`config.mk`:
```
export PLATFORM = sky130hd
export DESIGN_NAME = wall_query_arbiter
export DESIGN_NICKNAME = d
export VERILOG_FILES = /design/src/rtl/wall_query_arbiter.sv
export SDC_FILE = /design/constraint.sdc
export NUM_CORES = 1
export LEC_CHECK = 0
export CELL_PAD_IN_SITES_DETAIL_PLACEMENT = 1
export CELL_PAD_IN_SITES_GLOBAL_PLACEMENT = 1
export CORE_MARGIN = 10
export CORE_UTILIZATION = 35
export DETAILED_ROUTE_END_ITERATION = 16
export MAX_ROUTING_LAYER = met4
export PLACE_DENSITY = 0.8
export SYNTH_ARGS = -nofsm -noshare
export SYNTH_HDL_FRONTEND = slang
export SYNTH_SLANG_ARGS = --single-unit
```
`constraint.sdc`:
```
create_clock -name Clk -period 9.8 [get_ports Clk]
set_input_delay 1.47 -clock Clk [delete_from_list [all_inputs] [get_ports Clk]]
set_output_delay 1.47 -clock Clk [all_outputs]
set_load 0.02 [all_outputs]
```
`src/rtl/wall_query_arbiter.sv`:
```
// Round-robin arbiter sharing the maze wall ROM between Pac-Man and the ghosts.
// Converts pixel coordinates to tile addresses, pipelines ROM reads and routes each wall bit home.
module wall_query_arbiter #(
    parameter int N_REQ      = 5,
    parameter int TILE_SHIFT = 3,
    parameter int COLS       = 80,
    parameter int ROWS       = 60,
    parameter int ADDR_W     = 13,
    parameter int ROM_LAT    = 2
) (
    input  logic                  Clk,
    input  logic                  Reset_n,
    input  logic                  pause,
    input  logic [N_REQ-1:0]      req,
    input  logic [N_REQ*10-1:0]   req_x,
    input  logic [N_REQ*10-1:0]   req_y,
    output logic [N_REQ-1:0]      gnt,
    output logic [N_REQ-1:0]      rsp_valid,
    output logic                  rsp_wall,
    output logic                  rom_rd,
    output logic [ADDR_W-1:0]     rom_addr,
    input  logic                  rom_data,
    output logic                  busy
);
    localparam int ID_W  = (N_REQ > 1) ? $clog2(N_REQ) : 1;
    localparam int X_MAX = COLS << TILE_SHIFT;
    localparam int Y_MAX = ROWS << TILE_SHIFT;

    logic [N_REQ-1:0]  r_gnt;
    logic [N_REQ-1:0]  r_rsp_valid;
    logic              r_rsp_wall;
    logic              r_rom_rd;
    logic [ADDR_W-1:0] r_rom_addr;
    logic [N_REQ-1:0]  r_out;
    logic [ID_W-1:0]   r_rr;
    logic [ROM_LAT:0]  r_tag_v;
    logic [ROM_LAT:0]  r_tag_oob;
    logic [ID_W-1:0]   r_tag_id [ROM_LAT+1];

    logic [N_REQ-1:0]  w_elig;
    logic              w_found;
    logic [ID_W-1:0]   w_win;
    logic [9:0]        w_sel_x;
    logic [9:0]        w_sel_y;
    logic [9:0]        w_col;
    logic [9:0]        w_row;
    logic              w_oob;
    logic [ADDR_W-1:0] w_addr;
    logic [N_REQ-1:0]  w_set;
    logic [N_REQ-1:0]  w_clr;

    // Search begins one past the last winner so every mover gets its turn.
    always_comb begin
        w_elig  = pause ? '0 : (req & ~r_out);
        w_found = 1'b0;
        w_win   = '0;
        for (int k = 1; k <= N_REQ; k++) begin
            if (!w_found && w_elig[(int'(r_rr) + k) % N_REQ]) begin
                w_found = 1'b1;
                w_win   = ID_W'((int'(r_rr) + k) % N_REQ);
            end
        end
    end

    always_comb begin
        w_sel_x = req_x[10*w_win +: 10];
        w_sel_y = req_y[10*w_win +: 10];
        w_col   = w_sel_x >> TILE_SHIFT;
        w_row   = w_sel_y >> TILE_SHIFT;
        w_oob   = (int'(w_sel_x) >= X_MAX) || (int'(w_sel_y) >= Y_MAX);
        w_addr  = ADDR_W'(w_row) * ADDR_W'(COLS) + ADDR_W'(w_col);
        w_set   = w_found ? (N_REQ'(1) << w_win) : '0;
        w_clr   = r_tag_v[ROM_LAT] ? (N_REQ'(1) << r_tag_id[ROM_LAT]) : '0;
    end

    always_ff @(posedge Clk) begin
        if (!Reset_n) begin
            r_gnt       <= '0;
            r_rsp_valid <= '0;
            r_rsp_wall  <= 1'b0;
            r_rom_rd    <= 1'b0;
            r_rom_addr  <= '0;
            r_out       <= '0;
            r_rr        <= ID_W'(N_REQ - 1);
            r_tag_v     <= '0;
            r_tag_oob   <= '0;
            for (int k = 0; k <= ROM_LAT; k++) r_tag_id[k] <= '0;
        end else begin
            r_gnt       <= w_set;
            r_rom_rd    <= w_found && !w_oob;
            r_out       <= (r_out & ~w_clr) | w_set;
            r_rsp_valid <= w_clr;
            // Out-of-bounds slots still travel the tag pipe so responses stay in grant order.
            r_rsp_wall  <= r_tag_v[ROM_LAT] && (r_tag_oob[ROM_LAT] || rom_data);
            r_tag_v     <= {r_tag_v[ROM_LAT-1:0], w_found};
            r_tag_oob   <= {r_tag_oob[ROM_LAT-1:0], w_oob};
            r_tag_id[0] <= w_win;
            for (int k = 1; k <= ROM_LAT; k++) r_tag_id[k] <= r_tag_id[k-1];
            if (w_found) begin
                r_rr <= w_win;
                if (!w_oob) r_rom_addr <= w_addr;
            end
        end
    end

    assign gnt       = r_gnt;
    assign rsp_valid = r_rsp_valid;
    assign rsp_wall  = r_rsp_wall;
    assign rom_rd    = r_rom_rd;
    assign rom_addr  = r_rom_addr;
    assign busy      = |r_out;

endmodule
```
==> impl_results.md <==
* Die H at about 130 um
* ANT nets after route at 0
* Syn_nets at ~700
* Gpl congestion at between 0.9 and 1
* Vias at roughly 4,700
* EDFF count, synth at 0
* Grt total ovfl at 0
* Minimum clock period at between 8000 and 9000 ps
* Ys async rst share at 0%
* Die area at 18,200 um^2
* RSZ-0062 raised after global routing: no
* Drt initial violations at 226
* Syn Area/Cell at roughly 8 um^2
* I/O pin total at about 140
* Dpl ws at around 1000 ps
* Achievable Freq at 113 MHz
* WS Path Type: register to register
* Synthesis-to-layout area growth at 28.9%
* Register Area at between 900 and 1000 um^2
* Setup bufs post-CTS at 0
* Initial antenna violation count at 0
* Inserted Clock Buffers at 5
* CTS sink count at 48
* Cell Area, Synth at 4620 um^2
* First-pass GRT wire length at around 26,000 um
* Hold buffers post-CTS at 0
* Filler cells at between 1,500 and 2,000
* I/O Buffers at between 100 and 150
* Total GRT Usage at approximately 18%
* Synth Warn # at 0
* Mux contribution to synthesized area at 8.29%
* Largest family of logic cells by synthesized area: simple AND/OR/NAND/NOR gates
* CP peak stage delay at 790 ps
* Routed WL per cell at 19.8 um
* Post-CTS Resized at 0
* Clk buf depth at 2
* Setup TNS at 0 ps
* Most used cell, CP: ha_1
* Critical path startpoint category: register
* Post-DP HPWL at around 13,000 um
* Vias in the first global route at 4,948
* Arrival time worst endpoint at around 9000 ps
* Worst slew pin tran at around 930 ps
* Setup ws final at a little under 1000 ps
* First-pass DRT Iterations at 4
* Vias per cell at ~5.6
* Worst setup EP type: register
* Post-synth cell types at slightly above 80
* Dominant synthesized flop cell: dfxtp_1
* Total Nets Final at roughly 800
* Simple-Gate Fraction of Synth Area at 25.0%
* Synth Area in XOR/XNOR at ~5%
* Initial Util at between 30% and 40%
* Critical path required time at roughly 10,000 ps
* CP Max Fanout at 16
* H-tree depth at 2
* CTS tree: done
* Cells after synthesis at around 570
* Final number of setup-violating endpoints at 0
* Multi-input logic area at around 3400 um^2
* Root Buffer: clkbuf_16
* Core ar. at roughly 13,000 um^2
* Clock Latency Late Sink at 290 ps
* Worst-path clk slew at around 70 ps
* Synth Register Bits at 48
* Min-delay worst type: register to register
* Clock Skew at around 6.3 ps
* Horiz. Die Dim at approximately 130 um
* Max stage delay cell, worst path: or4b_1
* Slew headroom at a little under two fifths
* Final worst path period share at between 90% and 100%
* Post-Synth Adder-Cell Area at 10.6%
* Final Hold Fails at 0
* Layout cell share with drive strength beyond 1 at about 9%
* Drt drc at 0
* Status: completed
* Sequential share of the synthesized area at between 20% and 30%
* Synth Area in Compound Gates at between 20% and 30%
* # rows at 41
* Largest net degree at the start of global routing at 30
* Max cap viols at 0
* Detailed Route WL at between 15,000 and 20,000 um
* Final slew viol count at 0
* N_diodes at 0
-- layout by cell type, fill, tap and decap left out, types with 13 or more instances in the layout --
master / instances
nand2b_1: 13
nand2_1: 67
o21ai_0: 22
xnor2_1: 16
ha_1: 36
nand3_1: 17
clkdlybuf4s50_1: 104
mux2i_1: 27
a21oi_1: 22
nor2b_1: 16
dfxtp_1: 48
inv_1: 21
nor2_1: 38
-- critical path, delay by kind of cell (launching register included) --
family                     cells  cell delay (ps)
buffers and inverters          2              280
and+or+nand+nor                5             1460
adders and majority gates      5             1940
xor gates and xnor gates       5             1040
AOI/OAI and AO/OA              8             2170
DFF                            1              760
muxes                          4             1070
-- through the flow --
step           cell area (um^2)  std cells  util (%)  hold WS, ps
3_5_place_dp               5780        821      45.3          419
5_1_grt                    5950        829      46.6          447
6_report                   5950        829      46.6          435
3_3_place_gp               5780        821      45.3          415
2_1_floorplan              4620        565         -          412
4_1_cts                    5950        829      46.6          435
-- state kept, by name (all words and copies together), names as in the netlist --
signal,flops
r_rr,3
r_tag_id,9
rsp_valid,5
rsp_wall,1
r_out,5
r_tag_oob,3
gnt,5
rom_rd,1
r_tag_v,3
rom_addr,13
-- layout make-up --
type | count | share of cell area (%)
clock inverters | 3 | 0.778
repair buffers | 113 | 18.6
well taps | 172 | 3.62
clock buffers | 5 | 2.10
flip-flops and latches | 48 | 16.1
multi-input cells | 464 | 57.2
inverters | 24 | 1.51
-- layer usage --
| metal | wire [um] | vias to the layer above | track usage (%) |
|---|---|---|---|
| met2 | 8190 | 126 | 30.8 |
| met3 | 771 | 24 | 3.38 |
| li1 | - | 2255 | - |
| met4 | 296 | 0 | 4.78 |
| met5 | 0 | - | - |
| met1 | 7130 | 2268 | 20.7 |
-- cell usage after synthesis, types with 6 or more instances --
master / instances / share of area (%)
a211oi_1: 10 / 1.6
a21o_1: 6 / 0.98
a21oi_1: 22 / 2.4
a311o_1: 7 / 1.5
a311oi_1: 8 / 1.5
a31oi_1: 11 / 1.5
and2_1: 11 / 1.5
and3_1: 11 / 1.5
buf_2: 7 / 0.76
clkbuf_1: 14 / 1.1
dfxtp_1: 48 / 21
ha_1: 36 / 9.8
inv_1: 21 / 1.7
mux2i_1: 27 / 5.9
nand2_1: 67 / 5.4
nand2b_1: 13 / 1.8
nand3_1: 17 / 1.8
nor2_1: 38 / 3.1
nor2b_1: 16 / 2.2
nor3_1: 8 / 0.87
o2111ai_1: 6 / 1.1
o211ai_1: 8 / 1.3
o21ai_0: 22 / 2.4
xnor2_1: 16 / 3.0
-- path summary, 6_finish.rpt --
check / from / end / slack [ps] / depth (start not counted)
hold reg to reg: r_tag_id[0][2] / r_tag_id[0][5] / 430 / 1
hold / removal: r_tag_id[0][2] / r_tag_id[0][5] / 430 / 1
setup / recovery: r_rr[1] / rom_addr[12] / 980 / 29
setup reg to reg: r_rr[1] / rom_addr[12] / 980 / 29
-- kinds of logic after synthesis --
family / count (synthesis)
buf+inv: 53
fa+ha+maj: 38
simple gates: 218
mux: 34
compound gates: 151
flops: 48
xor+xnor: 23
Power is not shown: default switching activity piles up to over one toggle a cycle in this logic, so the estimate is an artifact.
